`config.mk`:
```
export PLATFORM = sky130hd
export DESIGN_NAME = bkm_ctrl
export DESIGN_NICKNAME = d
export VERILOG_FILES = /design/src/rtl/bkm_ctrl.sv
export SDC_FILE = /design/constraint.sdc
export NUM_CORES = 1
export LEC_CHECK = 0
export CAP_MARGIN = 10
export CORE_MARGIN = 10
export CORE_UTILIZATION = 40
export DETAILED_ROUTE_END_ITERATION = 8
export GPL_TIMING_DRIVEN = 1
export PLACE_DENSITY_LB_ADDON = 0.08
export SLEW_MARGIN = 25
export SYNTH_ARGS = -nofsm -noshare
export SYNTH_HDL_FRONTEND = slang
export SYNTH_SLANG_ARGS = --single-unit
```
`constraint.sdc`:
```
create_clock -name clk -period 2.02 [get_ports clk]
set_input_delay 0.606 -clock clk [delete_from_list [all_inputs] [get_ports clk]]
set_output_delay 0.606 -clock clk [all_outputs]
set_load 0.1 [all_outputs]
```
`src/rtl/bkm_ctrl.sv`:
```
`default_nettype none
// +----------------------------------------------------------------------+
// | Module   : bkm_ctrl                                                  |
// | Purpose  : Iteration sequencer for one bkm_step instance. Latches    |
// |            the operation mode/format on start, walks the iteration   |
// |            index 0..N-1, steers the operand mux, prefetches LUT      |
// |            constants one iteration ahead and strobes result capture. |
// | Ports    : clk, srst (sync, active-high), enable (global freeze),    |
// |            start/abort requests, mode_in/format_in operation select; |
// |            busy/done/start_err status, step_* controls to bkm_step,  |
// |            sel_init operand mux, lut_addr/lut_rd LUT port, cap_en.   |
// | Revision : 1.0 - initial release                                     |
// +----------------------------------------------------------------------+
module bkm_ctrl #(
    parameter int LOG2N    = 3,
    parameter int N        = 8,
    parameter int STEP_LAT = 1
) (
    input  logic             clk,
    input  logic             srst,
    input  logic             enable,
    input  logic             start,
    input  logic             abort,
    input  logic             mode_in,
    input  logic [1:0]       format_in,
    output logic             busy,
    output logic             done,
    output logic             start_err,
    output logic             step_mode,
    output logic [1:0]       step_format,
    output logic [LOG2N-1:0] step_n,
    output logic             sel_init,
    output logic             step_en,
    output logic [LOG2N-1:0] lut_addr,
    output logic             lut_rd,
    output logic             cap_en
);

    localparam int                c_PH_W    = (STEP_LAT > 1) ? $clog2(STEP_LAT) : 1;
    localparam logic [LOG2N-1:0]  c_N_LAST  = LOG2N'(N - 1);
    localparam logic [LOG2N-1:0]  c_N_ONE   = LOG2N'(1);
    localparam logic [c_PH_W-1:0] c_PH_LAST = c_PH_W'(STEP_LAT - 1);
    localparam logic [c_PH_W-1:0] c_PH_ONE  = c_PH_W'(1);

    localparam logic [2:0] c_S_IDLE  = 3'd0;
    localparam logic [2:0] c_S_LOAD  = 3'd1;
    localparam logic [2:0] c_S_RUN   = 3'd2;
    localparam logic [2:0] c_S_DRAIN = 3'd3;
    localparam logic [2:0] c_S_DONE  = 3'd4;

    logic [2:0]        r_state;
    logic [LOG2N-1:0]  r_n;
    logic [c_PH_W-1:0] r_ph;
    logic              r_mode;
    logic [1:0]        r_format;

    logic w_in_run;
    logic w_issue;
    logic w_last;

    assign w_in_run = (r_state == c_S_RUN);
    // Phase 0 of a RUN iteration is the single cycle the step datapath fires.
    assign w_issue  = w_in_run && (r_ph == '0);
    assign w_last   = (r_n == c_N_LAST);

    assign busy        = (r_state != c_S_IDLE);
    assign done        = enable && (r_state == c_S_DONE);
    assign cap_en      = enable && (r_state == c_S_DONE);
    assign start_err   = enable && start && busy;
    assign step_mode   = r_mode;
    assign step_format = r_format;
    assign step_n      = r_n;
    assign sel_init    = (r_state == c_S_LOAD) || (w_in_run && (r_n == '0));
    assign step_en     = enable && w_issue;
    // LOAD fetches entry 0; each issue prefetches the next entry, except the last.
    assign lut_rd      = enable && ((r_state == c_S_LOAD) || (w_issue && !w_last));

    // The address shows the entry being prefetched, parking on N-1 once the
    // table end is reached so it never points past the table.
    always_comb begin
        lut_addr = '0;
        case (r_state)
            c_S_RUN:             lut_addr = w_last ? c_N_LAST : (r_n + c_N_ONE);
            c_S_DRAIN, c_S_DONE: lut_addr = c_N_LAST;
            default:             lut_addr = '0;
        endcase
    end

    always_ff @(posedge clk) begin
        if (srst) begin
            r_state  <= c_S_IDLE;
            r_n      <= '0;
            r_ph     <= '0;
            r_mode   <= 1'b0;
            r_format <= 2'b00;
        end else if (enable) begin
            case (r_state)
                c_S_IDLE: begin
                    if (start && !abort) begin
                        r_mode   <= mode_in;
                        r_format <= format_in;
                        r_n      <= '0;
                        r_ph     <= '0;
                        r_state  <= c_S_LOAD;
                    end
                end
                c_S_LOAD: begin
                    if (abort) begin
                        r_state <= c_S_IDLE;
                        r_n     <= '0;
                        r_ph    <= '0;
                    end else begin
                        r_state <= c_S_RUN;
                    end
                end
                c_S_RUN: begin
                    if (abort) begin
                        r_state <= c_S_IDLE;
                        r_n     <= '0;
                        r_ph    <= '0;
                    end else if (w_last) begin
                        // Last iteration leaves RUN right after its issue cycle;
                        // remaining pipeline latency is covered by DRAIN.
                        if (c_PH_LAST == '0) begin
                            r_state <= c_S_DONE;
                        end else begin
                            r_state <= c_S_DRAIN;
                            r_ph    <= r_ph + c_PH_ONE;
                        end
                    end else if (r_ph == c_PH_LAST) begin
                        r_n  <= r_n + c_N_ONE;
                        r_ph <= '0;
                    end else begin
                        r_ph <= r_ph + c_PH_ONE;
                    end
                end
                c_S_DRAIN: begin
                    if (abort) begin
                        r_state <= c_S_IDLE;
                        r_n     <= '0;
                        r_ph    <= '0;
                    end else if (r_ph == c_PH_LAST) begin
                        r_state <= c_S_DONE;
                        r_ph    <= '0;
                    end else begin
                        r_ph <= r_ph + c_PH_ONE;
                    end
                end
                c_S_DONE: begin
                    // Index is cleared here rather than incremented, so it never wraps.
                    r_state <= c_S_IDLE;
                    r_n     <= '0;
                    r_ph    <= '0;
                end
                default: begin
                    r_state <= c_S_IDLE;
                    r_n     <= '0;
                    r_ph    <= '0;
                end
            endcase
        end
    end

endmodule
`default_nettype wire

```
==> impl_metrics.yaml, run 1 <==
clock_tree:
  holdBufCountCts: 0
  clock_root_buffer: "sky130_fd_sc_hd__clkbuf_4"
  cts_tree: "yes"
  cts_made_buffers: 3
  cts.clk_slew.worst_paths_ps: 60
  clock_sink_count: 9
  htreeDepth: 1
  clk_latency_ps: 250
  clockBufferDepth: 2
floorplanning:
  placement_rows: 14
  die_area_um2: 3565
  top_level_ports: 24
  die_height_um: 59.71
  die_w_um: 59.71
  initial_utilization_pct: 41.86
  design.core.area_um2: 1506
critical_path:
  reg2reg_end: "r_state[1]"
  reg2reg_depth: 5
  reg2reg_from: "r_state[0]"
  r2r_setup_slack_ps: 400
  timing.critical_path.from_type: "flop"
  critPathArrivalTime_ps: 1500
  critical_path_required_ps: 1410
  worstPathMaxFanout: 4
  cp_capture_type: "output pin"
  timing.setup.critical_path_class: "reg2out"
finish:
  finish.net_count: 123
  synthToLayoutAreaGrowth_pct: 109.1
  post_route_cells_drive_above_1_share_pct: 58.18
  final.fill_count: 75
  antenna-diode-count: 0
  post-route-util_pct: 87.54
detailed_routing:
  drt_pass1_iterations: 2
  wl_per_cell_um: 16.62
  routed-wl-met3_um: 151
  initialDrtViolationCount: 5
  drcViolationCount: 0
  wl_met1_um: 810
  routed_wl_um: 2094
  routed_via_density: 5.405
  dr.max_layer_used: "met4"
  met2_wl_um: 1085
  ant_nets: 0
  vias: 681
sta:
  max_slew_margin_pct: 77.12
  min_period_over_period_pct: 104.0
  setup_violators_final: 4
  period_needed_ps: 2102
  timing.final.max_slew_violations: 0
  post-route-worst-setup-slack_ps: -81.60
  timing.fmax_mhz: 475.8
  rsz0062_at_grt: "yes"
  final_hold_viol_count: 0
  final.hold.worst_slack_ps: 551.6
  worst_pin_slew_ps: 340.6
  skew_ps: 5.967
pwr:
  pwr-share-clk_pct: 30.9
  intPower_mw: 0.3048
  power.share.sequential_pct: 41.1
  p_sw_share_pct: 30.28
  comb_power_share_pct: 28.0
  powerDensity_nw_per_um2: 331.5
  power_switching_mw: 0.1324
  max-vdd-ir-drop_v: 0.0003262
  p_leak_nw: 0.4974
synth:
  synth.ff_latch_count: 9
  post_synth_num_cell_types: 28
  post_synthesis_sequential_area_ratio_pct: 28.57
  synth_area_um2: 630.6
  syn-num-nets: 87
  average_size_of_a_mapped_cell_um2: 8.408
  yosys_warnings: 0
  post_synth_inst_count: 75
hold_path:
  hold_class: "reg2reg"
  worst_hold_path.endpoint: "step_n[2]"
  worstHoldPathCells: 2
  hp-start: "step_n[2]"
grt:
  wire_length_of_the_first_global_routing_pass_um: 3650
  grt_pass1_vias: 781
  pin_count_of_the_biggest_net_entering_global_routing: 13
  grt_antenna_before_repair: 0
  track_usage_pct: 12.81
  remaining_overflow_grt: 0
status:
  outcome: "finished with violations"
  failing_checks: "setup timing"
placed_design:
  gp_routability_congestion: 0.7384
  detailed_placement_wirelength_estimate_um: 1574
  io_buffers: 23
flow_run:
  drv.max_cap_violation_count: 0
cells by family after synthesis:
kind of cell	Yosys count	share of synthesized area [%]
buffers and inverters	9	6.349
AO/OA/AOI/OAI	11	11.70
flip-flops	9	28.57
multiplexers	6	9.524
adder cells (fa/ha/maj)	4	7.937
AND/OR/NAND/NOR	36	35.91
power by group through the flow:
stage,clock network [mW],registers [mW],logic [mW]
2_1_floorplan,0,0.197,0.0552
3_3_place_gp,0,0.184,0.117
3_5_place_dp,0,0.185,0.119
4_1_cts,0.140,0.179,0.121
5_1_grt,0.150,0.180,0.129
6_report,0.135,0.180,0.122
flip-flops by register name, indices dropped and copies added, names as in the netlist:
signal and flops:
r_state 3, step_n 3, step_format 2, step_mode 1
per-stage QoR:
| step | power, mW | TNS (ps) | std cells | area (um^2) | setup slack, ps |
|---|---|---|---|---|---|
| 2_1_floorplan | 0.2519 | -726.1 | 75 | 763.2 | -170.7 |
| 3_3_place_gp | 0.3011 | -1202 | 115 | 1192 | -278.3 |
| 3_5_place_dp | 0.3036 | -1425 | 115 | 1192 | -303.3 |
| 4_1_cts | 0.4408 | -389.7 | 126 | 1319 | -117.8 |
| 5_1_grt | 0.4587 | -522.2 | 126 | 1319 | -126.4 |
| 6_report | 0.4371 | -270.8 | 126 | 1319 | -81.60 |
cells in the final DEF, fill, tap and decap left out, drive strengths merged:
cell type	count
o211a	1
nor2b	2
o31a	1
nand2b	6
clkbuf	4
nor4b	1
clkdlybuf4s15	1
nand3b	2
dfxtp	9
nor3	2
o221ai	1
and3	2
or2b	2
nand2	5
or4	1
nor2	6
dlygate4sd2	1
mux2i	6
a21oi	5
ha	4
or3	3
nor3b	1
o21ai	3
or4b	1
nand4b	1
buf	29
clkdlybuf4s50	5
nand4	1
inv	4
final cells by class:
cell class / count / area, um^2 / area share, %
Multi-Input combinational cell: 57 / 569.3 / 43.17
Timing Repair Buffer: 36 / 488.0 / 37.00
Sequential cell: 9 / 197.7 / 14.99
Clock buffer: 4 / 26.28 / 1.992
Tap cell: 16 / 20.02 / 1.518
Inverter: 4 / 17.52 / 1.328
what timing repair did:
item | in CTS | in global routing
resized for setup | 17 | 0
hold endpoints to repair | 0 | 0
pin swaps | 6 | 2
setup buffers | 7 | 0
setup endpoints to repair | 9 | 5
critical path, cell delays in order, from the launching register on:
cell and delay [ps]:
sky130_fd_sc_hd__dfxtp_4 360, sky130_fd_sc_hd__ha_4 170, sky130_fd_sc_hd__ha_4 170, sky130_fd_sc_hd__nor2_1 80, sky130_fd_sc_hd__nand2_1 100, sky130_fd_sc_hd__a21oi_4 170, sky130_fd_sc_hd__buf_12 190
synth_stat cells (all sizes together):
library cell	n	area [um^2]
nand3b	2	15.01
a21oi	5	25.02
mux2i	6	60.06
o21ai	3	15.01
nor3	2	10.01
o221ai	1	15.01
or4	1	7.510
nand2	5	18.77
ha	4	50.05
nor4b	1	15.01
inv	4	15.01
or3	3	23.77
dfxtp	9	180.2
nand2b	6	37.54
buf	3	17.52
o31a	1	8.760
or2b	2	15.01
nor2	6	22.52
nand4b	1	8.760
and3	2	12.51
nor3b	1	7.510
nand4	1	6.260
clkbuf	2	7.510
nor2b	2	12.51
o211a	1	10.01
or4b	1	13.76
layer usage:
layer | global-route usage (%) | up-vias
met5 | 0 | -
met4 | 3.846 | 0
met1 | 13.73 | 323
li1 | - | 332
met3 | 4.661 | 6
met2 | 22.65 | 20
worst max-delay path by stage:
| stage | from | end | slack (ps) | depth (start not counted) |
|---|---|---|---|---|
| 2_1_floorplan | step_n[1] | lut_addr[2] | -170 | 5 |
| 6_report | step_n[1] | lut_rd | -80 | 6 |
| 5_1_grt | step_n[1] | lut_rd | -130 | 6 |
| 3_3_place_gp | enable | step_en | -280 | 4 |
| 3_5_place_dp | enable | step_en | -300 | 4 |
| 4_1_cts | step_n[1] | lut_rd | -120 | 6 |
Note: power is estimated with default switching activity, not from simulation.
==> run 2, diff against run 1 <==
Settings changed: CORE_MARGIN 10 to default, TNS_END_PERCENT from default to 50.
==> run 2 against run 1 <==
- the run still ends with setup timing left
- critical path depth unchanged
- count of clock-buffer cells in the layout unchanged
- final cell count decreased by 2.4%
- utilization increased by 7.5 points
- flip-flop and latch count unchanged
- wire length increased by 9.0%
- hold slack improved by 5.1 ps
- clock power increased by 8%
- largest cell class unchanged
==> impl_metrics.yaml, run 2 (synthesis results as in run 1) <==
status:
  outcome: "finished with violations"
  failing_checks: "setup timing"
floorplanning:
  placement_rows: 13
  design.core.area_um2: 1383
  die_height_um: 41.71
  initial_utilization_pct: 45.61
  die_w_um: 41.71
  die_area_um2: 1739
  top_level_ports: 24
sta:
  period_needed_ps: 2086
  worst_pin_slew_ps: 306.9
  skew_ps: 2.693
  timing.fmax_mhz: 479.4
  final.hold.worst_slack_ps: 556.7
  timing.final.max_slew_violations: 0
  min_period_over_period_pct: 103.3
  post-route-worst-setup-slack_ps: -66.15
  max_slew_margin_pct: 79.48
  final_hold_viol_count: 0
  setup_violators_final: 5
  rsz0062_at_grt: "yes"
placed_design:
  dpl.cell_count: 115
  io_buffers: 23
  detailed_placement_wirelength_estimate_um: 1321
  dpl_cell_area_um2: 1191
  gp_routability_congestion: 0.8161
critical_path:
  worstPathMaxFanout: 4
  timing.setup.critical_path_class: "reg2out"
  reg2reg_depth: 5
  reg2reg_end: "r_state[1]"
  timing.critical_path.from_type: "flop"
  critPathArrivalTime_ps: 1480
  worstSetupEndpoint: "lut_rd"
  crit_start: "step_n[0]"
  critical_path_required_ps: 1410
  reg2reg_from: "r_state[0]"
  r2r_setup_slack_ps: 350
  cp_capture_type: "output pin"
finish:
  finish.net_count: 121
  finished_cell_area_um2: 1314
  regArea_um2: 197.7
  final.fill_count: 37
  multi_input_logic_area_um2: 580.6
  antenna-diode-count: 0
  synthToLayoutAreaGrowth_pct: 108.3
  layout_commonest_cell: "sky130_fd_sc_hd__buf_12"
  layout.cells.non_filler: 123
  post_route_cells_drive_above_1_share_pct: 59.26
  post-route-util_pct: 95.02
  mostFrequentLayoutCells: "sky130_fd_sc_hd__buf_12, sky130_fd_sc_hd__buf_4, sky130_fd_sc_hd__mux2i_1, sky130_fd_sc_hd__nor2_1, sky130_fd_sc_hd__clkdlybuf4s50_1"
pwr:
  max-vdd-ir-drop_v: 0.0003891
  powerDensity_nw_per_um2: 342.4
  p_leak_nw: 0.4925
  post-layout-total-power_mw: 0.4499
detailed_routing:
  vias: 705
  drt_pass1_iterations: 4
  drcViolationCount: 0
  wl_per_cell_um: 18.56
  ant_nets: 0
  routed_wl_um: 2283
  initialDrtViolationCount: 24
  routed_via_density: 5.732
grt:
  pin_count_of_the_biggest_net_entering_global_routing: 12
  grt_antenna_before_repair: 0
  track_usage_pct: 27.68
  remaining_overflow_grt: 0
  wire_length_of_the_first_global_routing_pass_um: 3643
  grt_pass1_vias: 773
clock_tree:
  cts.clk_slew.worst_paths_ps: 70
  clock_sink_count: 9
  cts_made_buffers: 3
  clockBufferDepth: 2
  htreeDepth: 1
  clk_latency_ps: 260
  cts_tree: "yes"
  clock_root_buffer: "sky130_fd_sc_hd__clkbuf_4"
hold_path:
  hp-start: "step_n[2]"
  hold_class: "reg2reg"
flow_run:
  drv.max_cap_violation_count: 0
[run 2: cell count changes in the layout (fill, tap and decap cells not counted), sizes merged]
cell | previous run | this run
buf | 29 | 27
[run 2: worst min path at each step]
stage	endpoint	cells after the start	slack, ps
4_1_cts	step_n[2]	2	550
6_report	step_n[2]	2	560
5_1_grt	step_n[2]	2	570
3_3_place_gp	step_n[2]	2	500
3_5_place_dp	step_n[1]	2	520
2_1_floorplan	r_state[1]	3	590
[run 2: area by class of cell]
class                           instances  share of cell area (%)
Multi-Input combinational cell         57                   44.19
Timing Repair Buffer                   34                   36.00
Sequential cell                         9                   15.05
Clock buffer                            4                   2.000
Tap cell                               15                   1.429
Inverter                                4                   1.333
[run 2: metrics by stage]
stage / setup slack (ps) / TNS (ps)
2_1_floorplan: -170.7 / -919.3
3_3_place_gp: -255.4 / -1153
3_5_place_dp: -296.1 / -1467
4_1_cts: -113.9 / -214.8
5_1_grt: -113.9 / -380.9
6_report: -66.15 / -146.8
[run 2: critical path, stage by stage (launching register included)]
cell	delay, ps
sky130_fd_sc_hd__dfxtp_4	360
sky130_fd_sc_hd__ha_4	170
sky130_fd_sc_hd__ha_4	190
sky130_fd_sc_hd__nor2_4	80
sky130_fd_sc_hd__nand2_2	70
sky130_fd_sc_hd__a21oi_4	160
sky130_fd_sc_hd__buf_12	190
[run 2: what timing repair did]
action / CTS / global route
gates resized for setup: 15 / 6
setup buffers: 4 / 0
setup endpoints to repair: 9 / 7
hold buffers: 0 / 0
pin swaps: 6 / 4
[run 2: per-layer routing]
layer / up-vias / wire, um / GRT usage [%]
met5: - / 0 / 0
met4: 0 / 54 / 14.84
met3: 6 / 95 / 4.348
met2: 32 / 1233 / 49.38
met1: 339 / 899 / 31.02
li1: 328 / - / -
[run 2: power breakdown]
part / switching (mW) / total, mW / internal (mW) / leakage [nW]
Sequential: 0.00444 / 0.180 / 0.175 / 0.0770
Clock: 0.0698 / 0.146 / 0.0763 / 0.0150
Combinational: 0.0710 / 0.124 / 0.0532 / 0.400
Total: 0.145 / 0.450 / 0.305 / 0.492
==> run 3, diff against run 2 <==
Settings changed: GPL_TIMING_DRIVEN 1 to default.
==> results of run 3 <==
The final DEF is identical to that of run 2; final timing and power are the same.
